--- src/rtl/encoder_input_conditioner.sv ---
// Quadrature encoder pin conditioner: synchronises and glitch-filters A/B per channel,
// then classifies each filtered update as a step (with direction) or an illegal jump.
module encoder_input_conditioner #(
    parameter int CHANNELS      = 11,
    parameter int SYNC_STAGES   = 2,
    parameter int FILTER_CYCLES = 4
) (
    input  logic                clk_clk,
    input  logic                reset_reset,
    input  logic [CHANNELS-1:0] enc_a_raw,
    input  logic [CHANNELS-1:0] enc_b_raw,
    output logic [CHANNELS-1:0] enc_a,
    output logic [CHANNELS-1:0] enc_b,
    output logic [CHANNELS-1:0] enc_step,
    output logic [CHANNELS-1:0] enc_dir,
    output logic [CHANNELS-1:0] enc_err,
    input  logic [CHANNELS-1:0] err_clr
);

    localparam int BITS = 2 * CHANNELS;
    localparam int CNT_W = $clog2(FILTER_CYCLES) + 1;
    localparam logic [CNT_W-1:0] CNT_LAST = CNT_W'(FILTER_CYCLES - 1);

    logic [BITS-1:0]     sync_q [SYNC_STAGES];
    logic [BITS-1:0]     sync_s;
    logic [BITS-1:0]     filt_q;
    logic [BITS-1:0]     filt_d;
    logic [CNT_W-1:0]    cnt_q [BITS];
    logic [CNT_W-1:0]    cnt_d [BITS];

    logic [CHANNELS-1:0] a_prev;
    logic [CHANNELS-1:0] b_prev;
    logic [CHANNELS-1:0] a_next;
    logic [CHANNELS-1:0] b_next;
    logic [CHANNELS-1:0] a_chg;
    logic [CHANNELS-1:0] b_chg;
    logic [CHANNELS-1:0] fwd;
    logic [CHANNELS-1:0] armed_q;
    logic [CHANNELS-1:0] armed_d;
    logic [CHANNELS-1:0] step_d;
    logic [CHANNELS-1:0] err_set;
    logic [CHANNELS-1:0] dir_d;
    logic [CHANNELS-1:0] err_d;

    // A bits occupy the low half of every packed vector, B bits the high half.
    always_ff @(posedge clk_clk) begin
        if (reset_reset) begin
            for (int i = 0; i < SYNC_STAGES; i++) begin
                sync_q[i] <= '0;
            end
        end else begin
            sync_q[0] <= {enc_b_raw, enc_a_raw};
            for (int i = 1; i < SYNC_STAGES; i++) begin
                sync_q[i] <= sync_q[i-1];
            end
        end
    end

    assign sync_s = sync_q[SYNC_STAGES-1];

    always_comb begin
        filt_d = filt_q;
        for (int i = 0; i < BITS; i++) begin
            cnt_d[i] = '0;
            if (sync_s[i] != filt_q[i]) begin
                if (cnt_q[i] == CNT_LAST) begin
                    filt_d[i] = sync_s[i];
                end else begin
                    cnt_d[i] = cnt_q[i] + CNT_W'(1);
                end
            end
        end
    end

    assign a_prev = filt_q[CHANNELS-1:0];
    assign b_prev = filt_q[BITS-1:CHANNELS];
    assign a_next = filt_d[CHANNELS-1:0];
    assign b_next = filt_d[BITS-1:CHANNELS];
    assign a_chg  = a_prev ^ a_next;
    assign b_chg  = b_prev ^ b_next;

    // Forward order 00->10->11->01->00: an A move is forward when new A differs
    // from B, a B move is forward when new B equals A.
    assign fwd     = (a_chg & (a_next ^ b_prev)) | (b_chg & ~(b_next ^ a_prev));
    assign step_d  = armed_q & (a_chg ^ b_chg);
    assign err_set = armed_q & a_chg & b_chg;
    assign dir_d   = (step_d & fwd) | (~step_d & enc_dir);
    assign err_d   = (enc_err & ~err_clr) | err_set;
    assign armed_d = armed_q | a_chg | b_chg;

    always_ff @(posedge clk_clk) begin
        if (reset_reset) begin
            filt_q   <= '0;
            armed_q  <= '0;
            enc_step <= '0;
            enc_dir  <= '0;
            enc_err  <= '0;
            for (int i = 0; i < BITS; i++) begin
                cnt_q[i] <= '0;
            end
        end else begin
            filt_q   <= filt_d;
            armed_q  <= armed_d;
            enc_step <= step_d;
            enc_dir  <= dir_d;
            enc_err  <= err_d;
            for (int i = 0; i < BITS; i++) begin
                cnt_q[i] <= cnt_d[i];
            end
        end
    end

    assign enc_a = a_prev;
    assign enc_b = b_prev;

endmodule

--- config.mk ---
export PLATFORM = sky130hd
export DESIGN_NAME = encoder_input_conditioner
export DESIGN_NICKNAME = d
export VERILOG_FILES = /design/src/rtl/encoder_input_conditioner.sv
export SDC_FILE = /design/constraint.sdc
export NUM_CORES = 1
export LEC_CHECK = 0
export BUFFER_PORTS_ARGS = -buffer_cell sky130_fd_sc_hd__clkbuf_2
export CAP_MARGIN = 40
export CORE_ASPECT_RATIO = 2
export CORE_MARGIN = 1.5
export CORE_UTILIZATION = 35
export CTS_BUF_LIST = sky130_fd_sc_hd__clkbuf_4 sky130_fd_sc_hd__clkbuf_8
export DETAILED_ROUTE_END_ITERATION = 8
export SYNTH_ARGS = -nofsm -noshare
export SYNTH_HDL_FRONTEND = slang
export SYNTH_SLANG_ARGS = --single-unit
--- constraint.sdc ---
create_clock -name clk_clk -period 3.2 [get_ports clk_clk]
set_input_delay 0.16 -clock clk_clk [delete_from_list [all_inputs] [get_ports clk_clk]]
set_output_delay 0.16 -clock clk_clk [all_outputs]
set_load 0.01 [all_outputs]
Yosys cells after proc, flatten, opt, wreduce, memory -nomap -nowiden:

Memories as Yosys holds them, arrays and structs flattened.
Cells that the tools add are included.

* flip-flop bits (word level): 66
* bits in writable memories: 110
* bits of input ports: 35
* word-level logic and storage cells: 233
* memories kept: 2

Memories
* cnt_q: words 22, bits a word 3, rd ports 22, clocked after memory_dff 0, wr ports 22, line 28 `logic [CNT_W-1:0] cnt_q [BITS];`
* sync_q: words 2, bits a word 22, rd ports 2, clocked after memory_dff 0, wr ports 2, line 24 `logic [BITS-1:0] sync_q [SYNC_STAGES];`

* add/subtract/negate cells: 22
* equality and inequality tests: 44
* mux-type cells: 115
* bitwise logic cells: 45

Operator list (number)
* $mux 3: 66
* $and 11x11->11: 8
* $add 3x1->3 const B: 22
* $eq 3x2->1 const B: 22
* $or 11x11->11: 5
* $xor 11x11->11: 5
* $mux 1: 47
* $mux 22: 2
* $not 11->11: 3
* $or 1x1->1: 24
* $ne 1x1->1: 22

Depth between registers and ports, before layout:

* depth after elaboration: 9
* depth in mapped cells: 6
* mapped depth without buffers: 6

Least setup slack after synthesis:

Ideal clock, no wire load.

* path type: flip-flop to flip-flop
* start: memory cnt_q[2][9] (netlist name)
* end: register (tool-made name)
* library setup time: 0.122 ns
* arrival time: 1.207 ns
* setup slack: 1.871 ns
* stages on the path, launching flop included: 6
* cells stage by stage: dfxtp_1 -> ha_1 -> ha_1 -> a211oi_1 -> o21ai_2 -> mux2i_1

RTL lines (line)
* start: declaration: 28

==> impl_metrics.toml <==
[drt]
drc = 0
vias = 5011
drtIter0Drc = 96
dr.pass1.iters = 4
viasPerCell = 4.51
wire_per_inst_um = 11.6
drtAntennaViolNets = 0
drt_wl_total_um = 12900

[setup_path]
timing.reg2reg.setup_slack_ns = 1.74
max_stage_delay_ns = 0.32
reg2reg_depth = 5
critPathMaxFanout = 7
critPathArrivalTime_ns = 1.82
critical_path_class = "reg2reg"
timing.rr.start = "cnt_q[2][9]"
cpMostUsedCell = "ha_1"
path_cells = "ha_1, ha_1, a211oi_1, o21ai_2, mux2i_1"
startpoint_type = "flop"
crit_required_ns = 3.56
cp_slowest_cell = "dfxtp_1"
cp-end-kind = "flop"

[final_layout]
area_delta_synth_final_pct = 21.8
drive_gt1_frac = 0.190
antenna_cells = 0
fin_nets = 918
n_fill_cell = 1964

[min_path]
hp-start = "reset_reset"
whs_path_depth = 2
hold_path_end = "armed_q[2]"
hp-class = "in2reg"

[pwr]
internal_power_w = 0.00317
vdd_drop_max_v = 0.000304
power.density_nw_per_um2 = 477
p_sw_frac = 0.218
power.switching_w = 0.000884
total_power_w = 0.00406
p_clk_frac = 0.408
power_frac_seq = 0.553
power.share.combinational = 0.038
leakagePower_nw = 3.39

[sta]
relSlewSlack = 0.621
hold_viol_final = 0
tns_ns = 0
setup_viol = 0
period_needed_ns = 1.46
worst_pin_slew_ns = 0.569
period_share = 0.455
slew_violations = 0
layout_setup_ws_ns = 1.74
skew_ns = 0.0141
rsz0062_at_grt = "no"
fmax_mhz = 687

[floorplan]
die_w_um = 103
die_area_um2 = 20800
initial_utilization = 0.359
core_region_area_um2 = 19500
pin_count = 90
fp.dieH_um = 203
row_count = 72

[yosys]
synth_area_leaders = "dfxtp_1, ha_1, nor2_1"
syn_inst = 709
ys_types = 27
yosys.area.top_type = "dfxtp_1"
ys_ff_latch = 176
syn_area_per_cell_um2 = 9.84
synth_top_area_share = 0.505
ys_seq_area_frac = 0.505
syn-cell-area_um2 = 6980
synth_nets = 788
yosys_warnings = 0

[placement]
dp_hpwl_um = 9030
gp_congestion = 0.768
pre_cts_ws_ns = 1.75
numPortBuffers = 89

[clocking]
cts_hold_buf = 33
cts-root-buf = "clkbuf_8"
clkSinkCount = 176
cts_buffers = 17
cts_resized = 0
cts_setup_buffers = 0
clock_latency_ns = 0.47
htreeDepth = 4
cts_tree = "done"
cts_max_path_buffers = 2
clkSlewWorstSetupHoldPaths_ns = 0.09

[global_routing]
grt_first_pass_wirelength_um = 21600
grt_start_max_net_pins = 50
grt_usage = 0.135
grt_pass1_vias = 4820
grt.overflow.total = 0
antenna_found_initial = 0

[flow_run]
drv_cap = 0

[status]
outcome = "finished, final reports clean"
-- per-layer routing --
| metal | track usage | vias up | wire length, um |
|---|---|---|---|
| li1 | - | 2605 | - |
| met1 | 0.138 | 2313 | 5220 |
| met2 | 0.245 | 80 | 6920 |
| met3 | 0.0423 | 13 | 488 |
| met4 | 0.0584 | 0 | 263 |
| met5 | 0 | - | 0 |
-- registers in the layout, indices dropped and copies added, names as in the netlist, named ones only --
| signal | count |
|---|---|
| armed_q | 11 |
| cnt_q | 66 |
| enc_err | 11 |
| enc_step | 11 |
| filt_q | 22 |
| sync_q | 44 |
-- cell usage after synthesis --
cell type and number:
dfxtp_1 176, nor2_1 117, inv_1 67, ha_1 44, nor2b_1 44, a21oi_1 33, mux2i_1 29, nand2_1 21
nand3b_1 20, a211oi_1 14, clkbuf_1 12, nand2b_1 11, nand3_1 11, nand4_1 11, o211a_1 11, o21ai_0 11
o21ai_2 11, or3_1 11, xnor2_1 11, xor2_2 11, or3b_1 10, a211oi_2 8, or3b_2 8, buf_2 2
o211ai_1 2, o221ai_1 2, clkbuf_2 1
-- logic make-up (layout without fill, tap and decap cells) --
family          count (synthesis)  count (layout)  synth area share
compound gates                 92              92            0.0952
xor+xnor                       22              22            0.0394
fa+ha+maj                      44              44            0.0789
buf+inv                        82             224            0.0446
flops                         176             176             0.505
mux                            29              29            0.0416
simple gates                  264             264             0.195
-- final cells by class --
cell class	count	area, um2	share of cell area
Clock buffer	19	249	0.0293
Multi-Input combinational cell	451	3140	0.370
Sequential cell	176	3520	0.415
Tap cell	259	324	0.0381
Clock inverter	12	186	0.0219
Inverter	67	251	0.0296
Timing Repair Buffer	126	821	0.0966
-- through the flow --
step,hold WS [ns],util,instance area (um2),std cells
after floorplan,0.288,-,6980,709
after global placement,0.367,0.397,7730,1046
after detailed placement,0.374,0.397,7730,1046
after CTS,0.151,0.437,8500,1110
after global routing,0.161,0.437,8500,1110
final,0.175,0.437,8500,1110
-- how the worst max path moves through the flow --
stage | start | endpoint | slack (ns) | cells after the start
6_report | cnt_q[2][9] | flop | 1.74 | 5
5_1_grt | cnt_q[0][12] | flop | 1.60 | 6
4_1_cts | cnt_q[1][0] | flop | 1.74 | 6
3_5_place_dp | cnt_q[0][21] | flop | 1.75 | 6
3_3_place_gp | reset_reset | flop | 1.75 | 5
2_1_floorplan | cnt_q[2][9] | flop | 1.87 | 5
-- worst max-delay path, delay by kind of cell (launching register included) --
kind	cells	cell delay (ns)
adders and majority gates	2	0.46
AOI/OAI and AO/OA	2	0.44
DFF	1	0.32
muxes	1	0.12
-- cells in the final DEF (no fill, tap or decap), drive strengths merged --
cell type / count
bufinv: 4
or3b: 18
ha: 44
nor2: 117
nand2b: 11
nand2: 21
clkbuf: 107
xnor2: 11
a211oi: 22
nand4: 11
dlygate4sd3: 33
clkinv: 4
a21oi: 33
o221ai: 2
nand3b: 20
nand3: 11
mux2i: 29
buf: 5
inv: 68
dfxtp: 176
or3: 11
o21ai: 22
clkinvlp: 3
xor2: 11
nor2b: 44
o211a: 11
o211ai: 2
-- power groups by stage --
stage / Combinational, W / Sequential (W) / Clock [W]
3_5_place_dp: 0.000128 / 0.00230 / 0
3_3_place_gp: 0.000127 / 0.00229 / 0
5_1_grt: 0.000175 / 0.00225 / 0.00183
2_1_floorplan: 0.0000810 / 0.00229 / 0
4_1_cts: 0.000159 / 0.00224 / 0.00173
6_report: 0.000156 / 0.00224 / 0.00166
No activity file was read; power rests on OpenSTA's default activity.
